`config.mk`:
```
export PLATFORM = sky130hd
export DESIGN_NAME = arb_client
export DESIGN_NICKNAME = d
export VERILOG_FILES = /design/src/rtl/arb_pkg.sv /design/src/rtl/arb_client_timer.sv /design/src/rtl/arb_client.sv
export SDC_FILE = /design/constraint.sdc
export NUM_CORES = 1
export LEC_CHECK = 0
export CORE_MARGIN = 5
export CORE_UTILIZATION = 46
export CTS_BUF_LIST = sky130_fd_sc_hd__clkbuf_16
export DETAILED_ROUTE_END_ITERATION = 16
export PLACE_DENSITY = 0.74
export SLEW_MARGIN = 10
export SYNTH_ARGS = -nofsm -noshare
export SYNTH_HDL_FRONTEND = slang
export SYNTH_SLANG_ARGS = --single-unit
```
`constraint.sdc`:
```
create_clock -name clk -period 1.9 [get_ports clk]
set_input_delay 0.38 -clock clk [delete_from_list [all_inputs] [get_ports clk]]
set_output_delay 0.38 -clock clk [all_outputs]
set_load 0.01 [all_outputs]
```
`src/rtl/arb_pkg.sv`:
```
// Shared definitions for the arbiter requester block.
//   arb_client_state_e : requester FSM states
//   *_DEF              : default values for the arb_client parameters
//   clog2()            : ceiling log2, used to size counters from parameters
package arb_pkg;

  typedef enum logic [2:0] {
    IDLE    = 3'd0,
    REQ     = 3'd1,
    XFER    = 3'd2,
    HOLD    = 3'd3,
    BACKOFF = 3'd4
  } arb_client_state_e;

  localparam int LEN_W_DEF       = 4;
  localparam int BACKOFF_CYC_DEF = 4;
  localparam int MAX_RETRY_DEF   = 3;
  localparam int DLY_CYC_DEF     = 2;

  // Smallest r with 2**r >= value.
  function automatic int clog2(input int value);
    int res;
    res = 0;
    for (int i = 0; i < 31; i++) begin
      if ((1 << i) < value) res = i + 1;
    end
    return res;
  endfunction

endpackage

```
`src/rtl/arb_client_timer.sv`:
```
// Loadable down-counter shared by the HOLD and BACKOFF waits.
//   clk, rst  : clock, asynchronous active-high reset
//   load      : load load_val this cycle (takes priority over counting)
//   load_val  : value to load
//   zero      : counter is at zero; it stops there until the next load
module arb_client_timer
  import arb_pkg::*;
#(
  parameter int TMR_W = 3
) (
  input  logic             clk,
  input  logic             rst,
  input  logic             load,
  input  logic [TMR_W-1:0] load_val,
  output logic             zero
);

  logic [TMR_W-1:0] cnt_q;

  always_ff @(posedge clk or posedge rst) begin
    if (rst) begin
      cnt_q <= '0;
    end else if (load) begin
      cnt_q <= load_val;
    end else if (cnt_q != '0) begin
      cnt_q <= cnt_q - TMR_W'(1);
    end
  end

  assign zero = (cnt_q == '0);

endmodule

```
`src/rtl/arb_client.sv`:
```
// Requester-side FSM for the single-grant arbiter (req/gnt/done/dly/tout).
// Takes a job from the upstream engine, requests the arbiter, runs a counted
// burst once granted, and retries with back-off after arbiter timeouts.
//   clk, rst    : clock, asynchronous active-high reset
//   start       : job pulse, sampled only in IDLE
//   len, slow   : burst length (0 means 1) and delayed-release request
//   gnt, tout   : arbiter grant and timeout
//   req         : request to arbiter (REQ and XFER)
//   done, dly   : last-beat strobe and its delayed-release flag
//   busy        : FSM is not IDLE
//   xfer_valid  : a beat moves this cycle; beat_cnt is its 0-based index
//   ok, err     : one-cycle job completed / job abandoned pulses
// Every output is decoded from registers only.
module arb_client
  import arb_pkg::*;
#(
  parameter int LEN_W       = LEN_W_DEF,
  parameter int BACKOFF_CYC = BACKOFF_CYC_DEF,
  parameter int MAX_RETRY   = MAX_RETRY_DEF,
  parameter int DLY_CYC     = DLY_CYC_DEF
) (
  input  logic             clk,
  input  logic             rst,
  input  logic             start,
  input  logic [LEN_W-1:0] len,
  input  logic             slow,
  input  logic             gnt,
  input  logic             tout,
  output logic             req,
  output logic             done,
  output logic             dly,
  output logic             busy,
  output logic             xfer_valid,
  output logic [LEN_W-1:0] beat_cnt,
  output logic             ok,
  output logic             err
);

  localparam int RTY_W = clog2(MAX_RETRY + 1);
  localparam int TMR_W = clog2(((BACKOFF_CYC > DLY_CYC) ? BACKOFF_CYC : DLY_CYC) + 1);

  // The timer is loaded with N-1 so that a wait of N cycles ends on the
  // cycle in which it reads zero.
  localparam logic [TMR_W-1:0] BO_LOAD   = TMR_W'(BACKOFF_CYC - 1);
  localparam logic [TMR_W-1:0] HOLD_LOAD = TMR_W'(DLY_CYC - 1);
  localparam logic [RTY_W-1:0] RTY_MAX   = RTY_W'(MAX_RETRY);

  arb_client_state_e state_q, state_d;
  logic [LEN_W-1:0]  beat_q, beat_d;
  logic [RTY_W-1:0]  retry_q, retry_d;
  logic              ok_q, ok_d;
  logic              err_q, err_d;
  logic [LEN_W-1:0]  len_q;
  logic              slow_q;
  logic              job_latch;
  logic              tmr_load;
  logic [TMR_W-1:0]  tmr_val;
  logic              tmr_zero;
  logic              last_beat;
  logic              abort;

  arb_client_timer #(
    .TMR_W (TMR_W)
  ) u_timer (
    .clk      (clk),
    .rst      (rst),
    .load     (tmr_load),
    .load_val (tmr_val),
    .zero     (tmr_zero)
  );

  assign last_beat = (beat_q == (len_q - LEN_W'(1)));
  // The first beat may coincide with gnt already dropping; only later beats
  // treat a missing grant as a lost arbitration.
  assign abort     = tout || ((beat_q != '0) && !gnt);

  always_comb begin
    state_d   = state_q;
    beat_d    = beat_q;
    retry_d   = retry_q;
    ok_d      = 1'b0;
    err_d     = 1'b0;
    job_latch = 1'b0;
    tmr_load  = 1'b0;
    tmr_val   = '0;
    case (state_q)
      IDLE: begin
        if (start) begin
          job_latch = 1'b1;
          retry_d   = '0;
          state_d   = REQ;
        end
      end
      REQ: begin
        if (tout) begin
          state_d  = BACKOFF;
          retry_d  = retry_q + RTY_W'(1);
          tmr_load = 1'b1;
          tmr_val  = BO_LOAD;
        end else if (gnt) begin
          state_d = XFER;
          beat_d  = '0;
        end
      end
      XFER: begin
        if (abort) begin
          state_d  = BACKOFF;
          beat_d   = '0;
          retry_d  = retry_q + RTY_W'(1);
          tmr_load = 1'b1;
          tmr_val  = BO_LOAD;
        end else if (last_beat) begin
          beat_d = '0;
          if (slow_q) begin
            state_d  = HOLD;
            tmr_load = 1'b1;
            tmr_val  = HOLD_LOAD;
          end else begin
            state_d = IDLE;
            ok_d    = 1'b1;
          end
        end else begin
          beat_d = beat_q + LEN_W'(1);
        end
      end
      HOLD: begin
        if (tmr_zero) begin
          state_d = IDLE;
          ok_d    = 1'b1;
        end
      end
      BACKOFF: begin
        if (retry_q == RTY_MAX) begin
          state_d = IDLE;
          err_d   = 1'b1;
        end else if (tmr_zero) begin
          state_d = REQ;
        end
      end
      default: begin
        state_d = IDLE;
        beat_d  = '0;
      end
    endcase
  end

  always_ff @(posedge clk or posedge rst) begin
    if (rst) begin
      state_q <= IDLE;
      beat_q  <= '0;
      retry_q <= '0;
      ok_q    <= 1'b0;
      err_q   <= 1'b0;
    end else begin
      state_q <= state_d;
      beat_q  <= beat_d;
      retry_q <= retry_d;
      ok_q    <= ok_d;
      err_q   <= err_d;
    end
  end

  // Job descriptor; only read while a job is in flight.
  always_ff @(posedge clk) begin
    if (job_latch) begin
      len_q  <= (len == '0) ? LEN_W'(1) : len;
      slow_q <= slow;
    end
  end

  assign req        = (state_q == REQ) || (state_q == XFER);
  assign xfer_valid = (state_q == XFER);
  assign done       = xfer_valid && last_beat;
  assign dly        = done && slow_q;
  assign busy       = (state_q != IDLE);
  assign beat_cnt   = beat_q;
  assign ok         = ok_q;
  assign err        = err_q;

endmodule

```
==> flow_summary.yaml, run 1 <==
placement:
  hpwl_um: 2010
  portBuffers: 20
  dp_cells: 180
  place_congestion: 0.9024
  placed_cell_area_um2: 1528
  pre_cts_slack_ns: -0.3940
grt:
  track_usage_pct: 17.69
  gr-total-overflow: 0
  grt_pass1_wl_um: 4664
  grt_pass1_vias: 1057
  antenna_found_initial: 0
  grt_max_degree: 15
timing:
  finalCritPeriodShare_pct: 110.7
  setup_viol: 6
  finalHoldViolCount: 0
  maxSlewViolCount: 0
  fin_skew_ns: 0.001930
  grt_setup_unrepaired: "yes"
  setup_slack_ns: -0.2026
  max_clock_freq_mhz: 475.6
  fin_crit_ns: 2.103
  maxSlewHeadroom_pct: 63.87
  worst_pin_slew_ns: 0.5414
detailed_routing:
  via_per_inst: 5.395
  vias: 1025
  drt_iter0_drc: 17
  drt.antenna.violating_nets: 0
  firstDrtPassIters: 4
  drc_errors: 0
  finalWirelength_um: 2901
  wire_per_inst_um: 15.27
logic_synthesis:
  postSynthCellCount: 116
  synth_largest_area_cell: "dfrtp_1"
  yosys-top-cells-area: "dfrtp_1, edfxtp_1, ha_1"
  yosysWarnings: 0
  synth-seq-cells: 19
  synth_flop_cell: "dfrtp_1"
  ys_async_sr_fraction_pct: 73.68
  ys_top_cells_by_count: "dfrtp_1, inv_1, nor2_1"
  synth.most_common_cell: "dfrtp_1"
  ys_seq_area_share_pct: 43.43
  synth.avg_cell_area_um2: 9.934
  synth_cell_types: 37
  synth_top_area_share_pct: 30.40
  syn_nets: 132
  synth_edf_count: 5
  synth_area_um2: 1152
floorplanning:
  die_area_um2: 3606
  rows: 18
  die_w_um: 60.05
  die_h_um: 60.05
  start_util_pct: 47.38
  io_pins: 21
  core-area_um2: 2432
power:
  static-leakage-power_nw: 0.8021
  ir_drop_v: 0.0009476
  power.density_nw_per_um2: 1303
final_layout:
  nNetsFinal: 177
  synthToLayoutAreaGrowth_pct: 50.27
  instances_no_fill: 190
  drive_gt1_share_pct: 35.63
  fin_area_um2: 1732
  multi_input_area_um2: 650.6
  final_core_util_pct: 71.19
  n_antenna_cell: 0
  n_fill_cell: 182
  ff_latch_area_um2: 503.0
worst_setup_path:
  crit_slowest_cell: "edfxtp_1"
  path_cells: "inv_2, ha_4, xnor2_2, nor3_2, and3_4, and2_4, buf_6"
  critPathBufInv: 2
  worstPathRequired_ns: 1.52
  cpPeakStageDelay_ns: 0.41
  cp_top_family: "simple AND/OR/NAND/NOR gates"
  ff2ff_path_depth: 7
  timing.rr.start: "beat_cnt[0]$_DFFE_PP0P_"
  end_kind: "primary output"
  rrSetupSlack_ns: -0.10
  path_class: "reg -> out"
  arrival_ns: 1.72
  crit_fanout: 2
  startpoint_type: "flip-flop"
  reg2reg_to: "u_timer.cnt_q[0]$_DFFE_PP0P_"
flow_run:
  maxCapViolCount: 0
status:
  outcome: "complete, but fails checks"
  violations: "setup timing"
clocking:
  cts-root-buf: "clkbuf_16"
  clkTransAtPathRegs_ns: 0.05
  cts_made_buffers: 3
  clock_path_buffers: 2
  worstSkewPairLatency_ns: 0.25
  cts_tree: "done"
  numClockSinks: 19
  htreeDepth: 1
min_path:
  hold_class: "in -> async"
==> sequential cells by signal (all words and copies together), names as in the netlist <==
name / flops
beat_cnt: 4
len_q: 4
state_q: 3
u_timer.cnt_q: 3
retry_q: 2
err: 1
ok: 1
slow_q: 1
==> timing repair <==
item | 4_1_cts | 5_1_grt
pin swaps | 6 | 3
hold buffers | 0 | 0
buffers inserted | 6 | 1
endpoints found under the setup margin | 12 | 12
gates cloned | 0 | 1
resized for setup | 22 | 12
==> layer usage <==
metal / global-route usage, % / up-vias / wire length, um
met5: 0 / - / 0
met4: 5.380 / 0 / 25
met3: 4.752 / 4 / 159
met2: 32.10 / 29 / 1559
met1: 19.92 / 498 / 1156
li1: - / 494 / -
==> cell families after synthesis <==
group	after synthesis	share of synthesized area (%)
flip-flops	19	43.43
AND/OR/NAND/NOR	41	20.41
buffers and inverters	18	5.863
adder cells (fa/ha/maj)	6	6.514
multiplexers	5	4.452
AO/OA/AOI/OAI	21	13.47
XOR/XNOR	6	5.863
==> how the worst max path moves through the flow <==
stage	from	endpoint	slack [ns]	cells past startpoint
after floorplan	beat_cnt[0]$_DFFE_PP0P_	u_timer.cnt_q[0]$_DFFE_PP0P_	-0.07	7
after detailed placement	len_q[0]$_SDFFCE_PN1P_	dly	-0.39	7
final	len_q[1]$_SDFFCE_PN0P_	dly	-0.20	7
after CTS	len_q[1]$_SDFFCE_PN0P_	dly	-0.17	7
after global placement	len_q[1]$_SDFFCE_PN0P_	dly	-0.33	7
after global routing	len_q[0]$_SDFFCE_PN1P_	dly	-0.25	7
==> worst reg2reg max path, stage by stage, from the launching register on <==
cell and delay (ns):
dfrtp_2 0.41, inv_2 0.06, ha_2 0.15, or4b_4 0.46, a31oi_1 0.15, o22ai_1 0.10, and3_1 0.18, or3_1 0.36
==> power breakdown <==
part | leakage, nW | internal, mW | switching, mW | total (mW)
sequential | 0.227 | 0.546 | 0.0733 | 0.619
combinational | 0.534 | 0.612 | 0.590 | 1.20
clock | 0.0409 | 0.282 | 0.154 | 0.436
total | 0.802 | 1.44 | 0.817 | 2.26
==> per-stage QoR <==
stage | TNS (ns) | power [mW] | hold WS, ns
global placement | -3.010 | 1.639 | 0.4679
floorplan | -0.1329 | 1.252 | 0.2691
finish | -0.4912 | 2.257 | 0.4677
CTS | -0.9075 | 2.202 | 0.5040
detailed placement | -3.627 | 1.683 | 0.4967
global route | -1.066 | 2.412 | 0.5078
==> placed cells by master (no fill, tap or decap), drive strengths merged, types with 5 or more instances in the layout <==
master	n
nor2	8
a21oi	6
and3	5
inv	11
edfxtp	5
nand2	6
buf	28
dfrtp	14
ha	6
clkdlybuf4s50	14
==> cell type report <==
class,count,area share [%]
multi-input cells,79,37.57
flip-flops and latches,19,29.05
well taps,30,2.168
inverters,12,2.818
clock buffers,3,4.335
repair buffers,46,23.77
clock inverters,1,0.2890
No activity file was read; power rests on OpenSTA's default activity.
==> run 2: changes to the inputs <==
--- a/config.mk
+++ b/config.mk
@@ -6,10 +6,10 @@
 export NUM_CORES = 1
 export LEC_CHECK = 0
 export CORE_MARGIN = 5
-export CORE_UTILIZATION = 46
+export CORE_UTILIZATION = 50
 export CTS_BUF_LIST = sky130_fd_sc_hd__clkbuf_16
 export DETAILED_ROUTE_END_ITERATION = 16
-export PLACE_DENSITY = 0.74
+export PLACE_DENSITY_LB_ADDON = 0.15
 export SLEW_MARGIN = 10
 export SYNTH_ARGS = -nofsm -noshare
 export SYNTH_HDL_FRONTEND = slang
==> constraint.sdc (replaced) <==
create_clock -name clk -period 2.2 [get_ports clk]
set_input_delay 0.44 -clock clk [delete_from_list [all_inputs] [get_ports clk]]
set_output_delay 0.44 -clock clk [all_outputs]
set_load 0.01 [all_outputs]
==> flow_summary.yaml, run 2 (synthesis results as in run 1) <==
timing:
  fin_crit_ns: 2.167
  grt_setup_unrepaired: "yes"
  finalCritPeriodShare_pct: 98.48
  tns_ns: 0
  maxSlewHeadroom_pct: 59.82
  maxSlewViolCount: 0
  max_clock_freq_mhz: 461.6
  worst_pin_slew_ns: 0.5952
  setup_viol: 0
  finalHoldViolCount: 0
  fin_skew_ns: 0.0008506
clocking:
  cts_made_buffers: 3
  clock_path_buffers: 2
  worstSkewPairLatency_ns: 0.25
  hold_buffers: 0
  clkTransAtPathRegs_ns: 0.05
  numClockSinks: 19
  cts-root-buf: "clkbuf_16"
  cts_tree: "done"
  htreeDepth: 1
grt:
  grt_pass1_wl_um: 4374
  gr-total-overflow: 0
  grt_max_degree: 15
  antenna_found_initial: 0
  grt_pass1_vias: 989
  track_usage_pct: 16.87
worst_setup_path:
  end_kind: "primary output"
  worstPathRequired_ns: 1.76
  cpPeakStageDelay_ns: 0.38
  crit_fanout: 2
  timing.rr.start: "beat_cnt[3]$_DFFE_PP0P_"
  crit_start: "len_q[0]$_SDFFCE_PN1P_"
  path_class: "reg -> out"
  crit_slowest_cell: "edfxtp_1"
  startpoint_type: "flip-flop"
  path_cells: "inv_1, ha_2, xnor2_1, nor3_2, and3_1, and2_4, buf_6"
  arrival_ns: 1.73
floorplanning:
  die_area_um2: 3365
  start_util_pct: 52.09
  die_w_um: 58.01
  die_h_um: 58.01
  rows: 17
  core-area_um2: 2212
  io_pins: 21
final_layout:
  mostFrequentLayoutCells: "buf_4, clkdlybuf4s50_1, dfrtp_1"
  nNetsFinal: 170
  synthToLayoutAreaGrowth_pct: 40.50
  n_fill_cell: 160
  drive_gt1_share_pct: 22.88
  fin_area_um2: 1619
  n_antenna_cell: 0
  instances_no_fill: 181
  final_common_cell: "buf_4"
detailed_routing:
  drc_errors: 0
  drt.antenna.violating_nets: 0
  via_per_inst: 5.492
  wire_per_inst_um: 14.57
  finalWirelength_um: 2637
  drt_iter0_drc: 33
  vias: 994
  firstDrtPassIters: 4
power:
  ir_drop_v: 0.0007881
  power.density_nw_per_um2: 1122
  static-leakage-power_nw: 0.7554
placement:
  hpwl_um: 1933
  place_congestion: 0.8781
  dp_cells: 176
  portBuffers: 20
  placed_cell_area_um2: 1500
min_path:
  hold_class: "reg -> reg"
  hold_start: "retry_q[0]$_DFFE_PP0P_"
flow_run:
  maxCapViolCount: 0
status:
  outcome: "complete, no violations"
[run 2: cell count changes in the layout (fill, tap and decap cells not counted), sizes merged]
cell	delta
buf	-7
clkdlybuf4s50	+3
clkinv	-1
clkinvlp	-1
dlygate4sd2	-3
inv	+2
[run 2: final cells by class]
type | instances | area, um^2 | area share (%)
clock buffers | 3 | 75.07 | 4.637
multi-input cells | 79 | 608.1 | 37.56
flip-flops and latches | 19 | 500.5 | 30.91
clock inverters | 1 | 3.754 | 0.2318
repair buffers | 39 | 351.6 | 21.72
well taps | 28 | 35.03 | 2.164
inverters | 12 | 45.04 | 2.782
[run 2: critical path: cells and delay by family (launching register included)]
kind	cells	cell delay [ns]
adders and majority gates	1	0.27
buffers and inverters	2	0.17
and+or+nand+nor	3	0.54
xor gates and xnor gates	1	0.13
DFF	1	0.38
[run 2: what timing repair did]
action | CTS | global route
resized for setup | 12 | 5
hold endpoints to repair | 0 | 0
setup endpoints to repair | 3 | 5
buffers inserted | 1 | 1
pin swaps | 3 | 3
[run 2: routing by layer]
metal / global-route usage, % / part of all wire (%) / vias to the layer above
met5: 0 / 0 / -
met4: 8.278 / 1.9 / 0
met3: 3.563 / 6.3 / 6
met2: 25.65 / 48 / 30
met1: 22.70 / 44 / 480
li1: - / - / 478
[run 2: report_power, final]
group | switching (mW) | internal (mW) | total (mW)
sequential | 0.0645 | 0.470 | 0.534
combinational | 0.459 | 0.456 | 0.915
clock | 0.126 | 0.242 | 0.368
[run 2: final timing paths]
kind | endpoint | slack, ns | depth (start not counted)
setup reg to reg | u_timer.cnt_q[0]$_DFFE_PP0P_ | 0.07 | 6
min in group asynchronous | err$_DFF_PP0_ | 0.53 | 2
hold reg to reg | retry_q[0]$_DFFE_PP0P_ | 0.51 | 1
max in group asynchronous | beat_cnt[0]$_DFFE_PP0P_ | 1.31 | 2
setup / recovery | dly | 0.03 | 7
hold / removal | retry_q[0]$_DFFE_PP0P_ | 0.51 | 1
[run 2: metrics by stage]
stage          hold WS (ns)  setup WS (ns)  power (mW)  util, %
2_1_floorplan        0.3292        0.07187       1.074        -
3_3_place_gp         0.4709        -0.2383       1.369    67.82
3_5_place_dp         0.4892        -0.2842       1.396    67.82
4_1_cts              0.5078       0.007282       1.801    71.95
5_1_grt              0.5516       -0.05787       1.938    73.19
6_report             0.5077        0.03349       1.817    73.19
==> run 3: changes to the inputs <==
--- a/config.mk
+++ b/config.mk
@@ -9,6 +9,7 @@
 export CORE_UTILIZATION = 50
 export CTS_BUF_LIST = sky130_fd_sc_hd__clkbuf_16
 export DETAILED_ROUTE_END_ITERATION = 16
+export GPL_ROUTABILITY_DRIVEN = 0
 export PLACE_DENSITY_LB_ADDON = 0.15
 export SLEW_MARGIN = 10
 export SYNTH_ARGS = -nofsm -noshare
==> flow_summary.yaml, run 3 (synthesis results as in run 1) <==
status:
  outcome: "complete, no violations"
worst_setup_path:
  ff2ff_path_depth: 6
  path_class: "reg -> out"
  rrSetupSlack_ns: 0.07
  reg2reg_to: "u_timer.cnt_q[0]$_DFFE_PP0P_"
  timing.rr.start: "beat_cnt[3]$_DFFE_PP0P_"
  arrival_ns: 1.71
  startpoint_type: "flip-flop"
  worstPathRequired_ns: 1.76
  end_kind: "primary output"
  crit_fanout: 2
clocking:
  cts-root-buf: "clkbuf_16"
  worstSkewPairLatency_ns: 0.25
  cts_tree: "done"
  clkTransAtPathRegs_ns: 0.05
  hold_buffers: 0
  cts_made_buffers: 3
  numClockSinks: 19
  htreeDepth: 1
  clock_path_buffers: 2
final_layout:
  synthToLayoutAreaGrowth_pct: 42.89
  fin_area_um2: 1647
  multi_input_area_um2: 626.9
  nNetsFinal: 172
  instances_no_fill: 183
  mostFrequentLayoutCells: "buf_4, clkdlybuf4s50_1, dfrtp_1"
  drive_gt1_share_pct: 26.45
  final_common_cell: "buf_4"
  n_antenna_cell: 0
  n_fill_cell: 170
  ff_latch_area_um2: 501.7
  final_core_util_pct: 74.43
placement:
  placed_cell_area_um2: 1500
  dp_cells: 176
  pre_cts_slack_ns: -0.3225
  portBuffers: 20
  hpwl_um: 2031
timing:
  worst_pin_slew_ns: 0.5744
  setup_slack_ns: 0.04887
  setup_viol: 0
  fin_crit_ns: 2.151
  finalCritPeriodShare_pct: 97.78
  max_clock_freq_mhz: 464.9
  fin_skew_ns: 0.001798
  maxSlewHeadroom_pct: 61.22
  maxSlewViolCount: 0
  finalHoldViolCount: 0
  grt_setup_unrepaired: "yes"
  fin_hold_ws_ns: 0.5223
min_path:
  hold_path_depth: 1
  hold_start: "retry_q[0]$_DFFE_PP0P_"
  whs_endpoint: "retry_q[0]$_DFFE_PP0P_"
  hold_class: "reg -> reg"
power:
  p_int_mw: 1.176
  static-leakage-power_nw: 0.7557
  ir_drop_v: 0.0008940
  p_clk_share_pct: 20.2
  power.density_nw_per_um2: 1108
  netSwitchingFraction_pct: 35.51
  p_seq_share_pct: 29.4
  switching_power_mw: 0.6476
  share_comb_of_total_power_pct: 50.4
flow_run:
  maxCapViolCount: 0
detailed_routing:
  finalWirelength_um: 2661
  firstDrtPassIters: 4
  via_per_inst: 5.519
  drt_iter0_drc: 27
  wl_met3_um: 157
  wl_met1_um: 1151
  drt.antenna.violating_nets: 0
  drc_errors: 0
  dr_wl_met2_um: 1287
  vias: 1010
  wire_per_inst_um: 14.54
  top_layer: "met4"
grt:
  grt_pass1_vias: 1014
  gr-total-overflow: 0
  grt_max_degree: 15
  grt_pass1_wl_um: 4567
  track_usage_pct: 17.90
  antenna_found_initial: 0
floorplanning:
  start_util_pct: 52.09
  die_area_um2: 3365
  die_h_um: 58.01
  die_w_um: 58.01
  io_pins: 21
  rows: 17
  core-area_um2: 2212
==> run 3: cell types whose count changed in the layout (fill, tap and decap cells not counted), sizes merged <==
cell | previous run | this run
buf | 21 | 23
dlymetal6s2s | 1 | 0
dlygate4sd2 | 0 | 1
==> run 3: power groups by stage <==
| stage | Clock (mW) | Sequential (mW) | Combinational, mW |
|---|---|---|---|
| after floorplan | 0 | 0.535 | 0.539 |
| after global placement | 0 | 0.532 | 0.838 |
| after detailed placement | 0 | 0.538 | 0.866 |
| after CTS | 0.375 | 0.533 | 0.877 |
| after global routing | 0.396 | 0.552 | 1.02 |
| final | 0.368 | 0.537 | 0.919 |
==> run 3: area by class of cell <==
type | instances | area share [%]
inverter | 12 | 2.736
clock buffer | 3 | 4.559
tap | 28 | 2.128
clock inverter | 1 | 0.2280
multi-input combinational | 79 | 38.07
sequential | 19 | 30.47
timing repair buffer | 41 | 21.81
==> run 3: timing repair <==
action / 4_1_cts / 5_1_grt
buffers inserted: 2 / 2
pin swaps: 3 / 2
setup endpoints to repair: 4 / 6
endpoints found under the hold margin: 0 / 0
resized for setup: 12 / 9
==> run 3: worst max-delay path by stage <==
stage / from / endpoint / slack (ns) / cells after the start
final: len_q[0]$_SDFFCE_PN1P_ / dly / 0.05 / 7
after detailed placement: len_q[1]$_SDFFCE_PN0P_ / dly / -0.32 / 7
after global placement: len_q[0]$_SDFFCE_PN1P_ / dly / -0.24 / 7
after CTS: len_q[1]$_SDFFCE_PN0P_ / dly / -0.004 / 7
after global routing: len_q[1]$_SDFFCE_PN0P_ / dly / -0.04 / 7
after floorplan: len_q[0]$_SDFFCE_PN1P_ / dly / 0.07 / 6
==> run 3: layer usage <==
layer,track usage (%),vias to the layer above
met5,0,-
met4,7.947,0
met3,2.673,11
met2,30.32,39
met1,22.45,479
li1,-,481
==> run 3: through the flow <==
step | power [mW] | setup TNS, ns
6_report | 1.824 | 0
5_1_grt | 1.971 | -0.04277
4_1_cts | 1.785 | -0.004121
3_5_place_dp | 1.405 | -1.520
3_3_place_gp | 1.370 | -0.9594
2_1_floorplan | 1.074 | 0
==> run 3: critical path, stage by stage (launching register included) <==
cell,delay (ns)
edfxtp_1,0.39
inv_2,0.09
ha_4,0.21
xnor2_2,0.13
nor3_2,0.19
and3_4,0.21
and2_4,0.15
buf_6,0.09
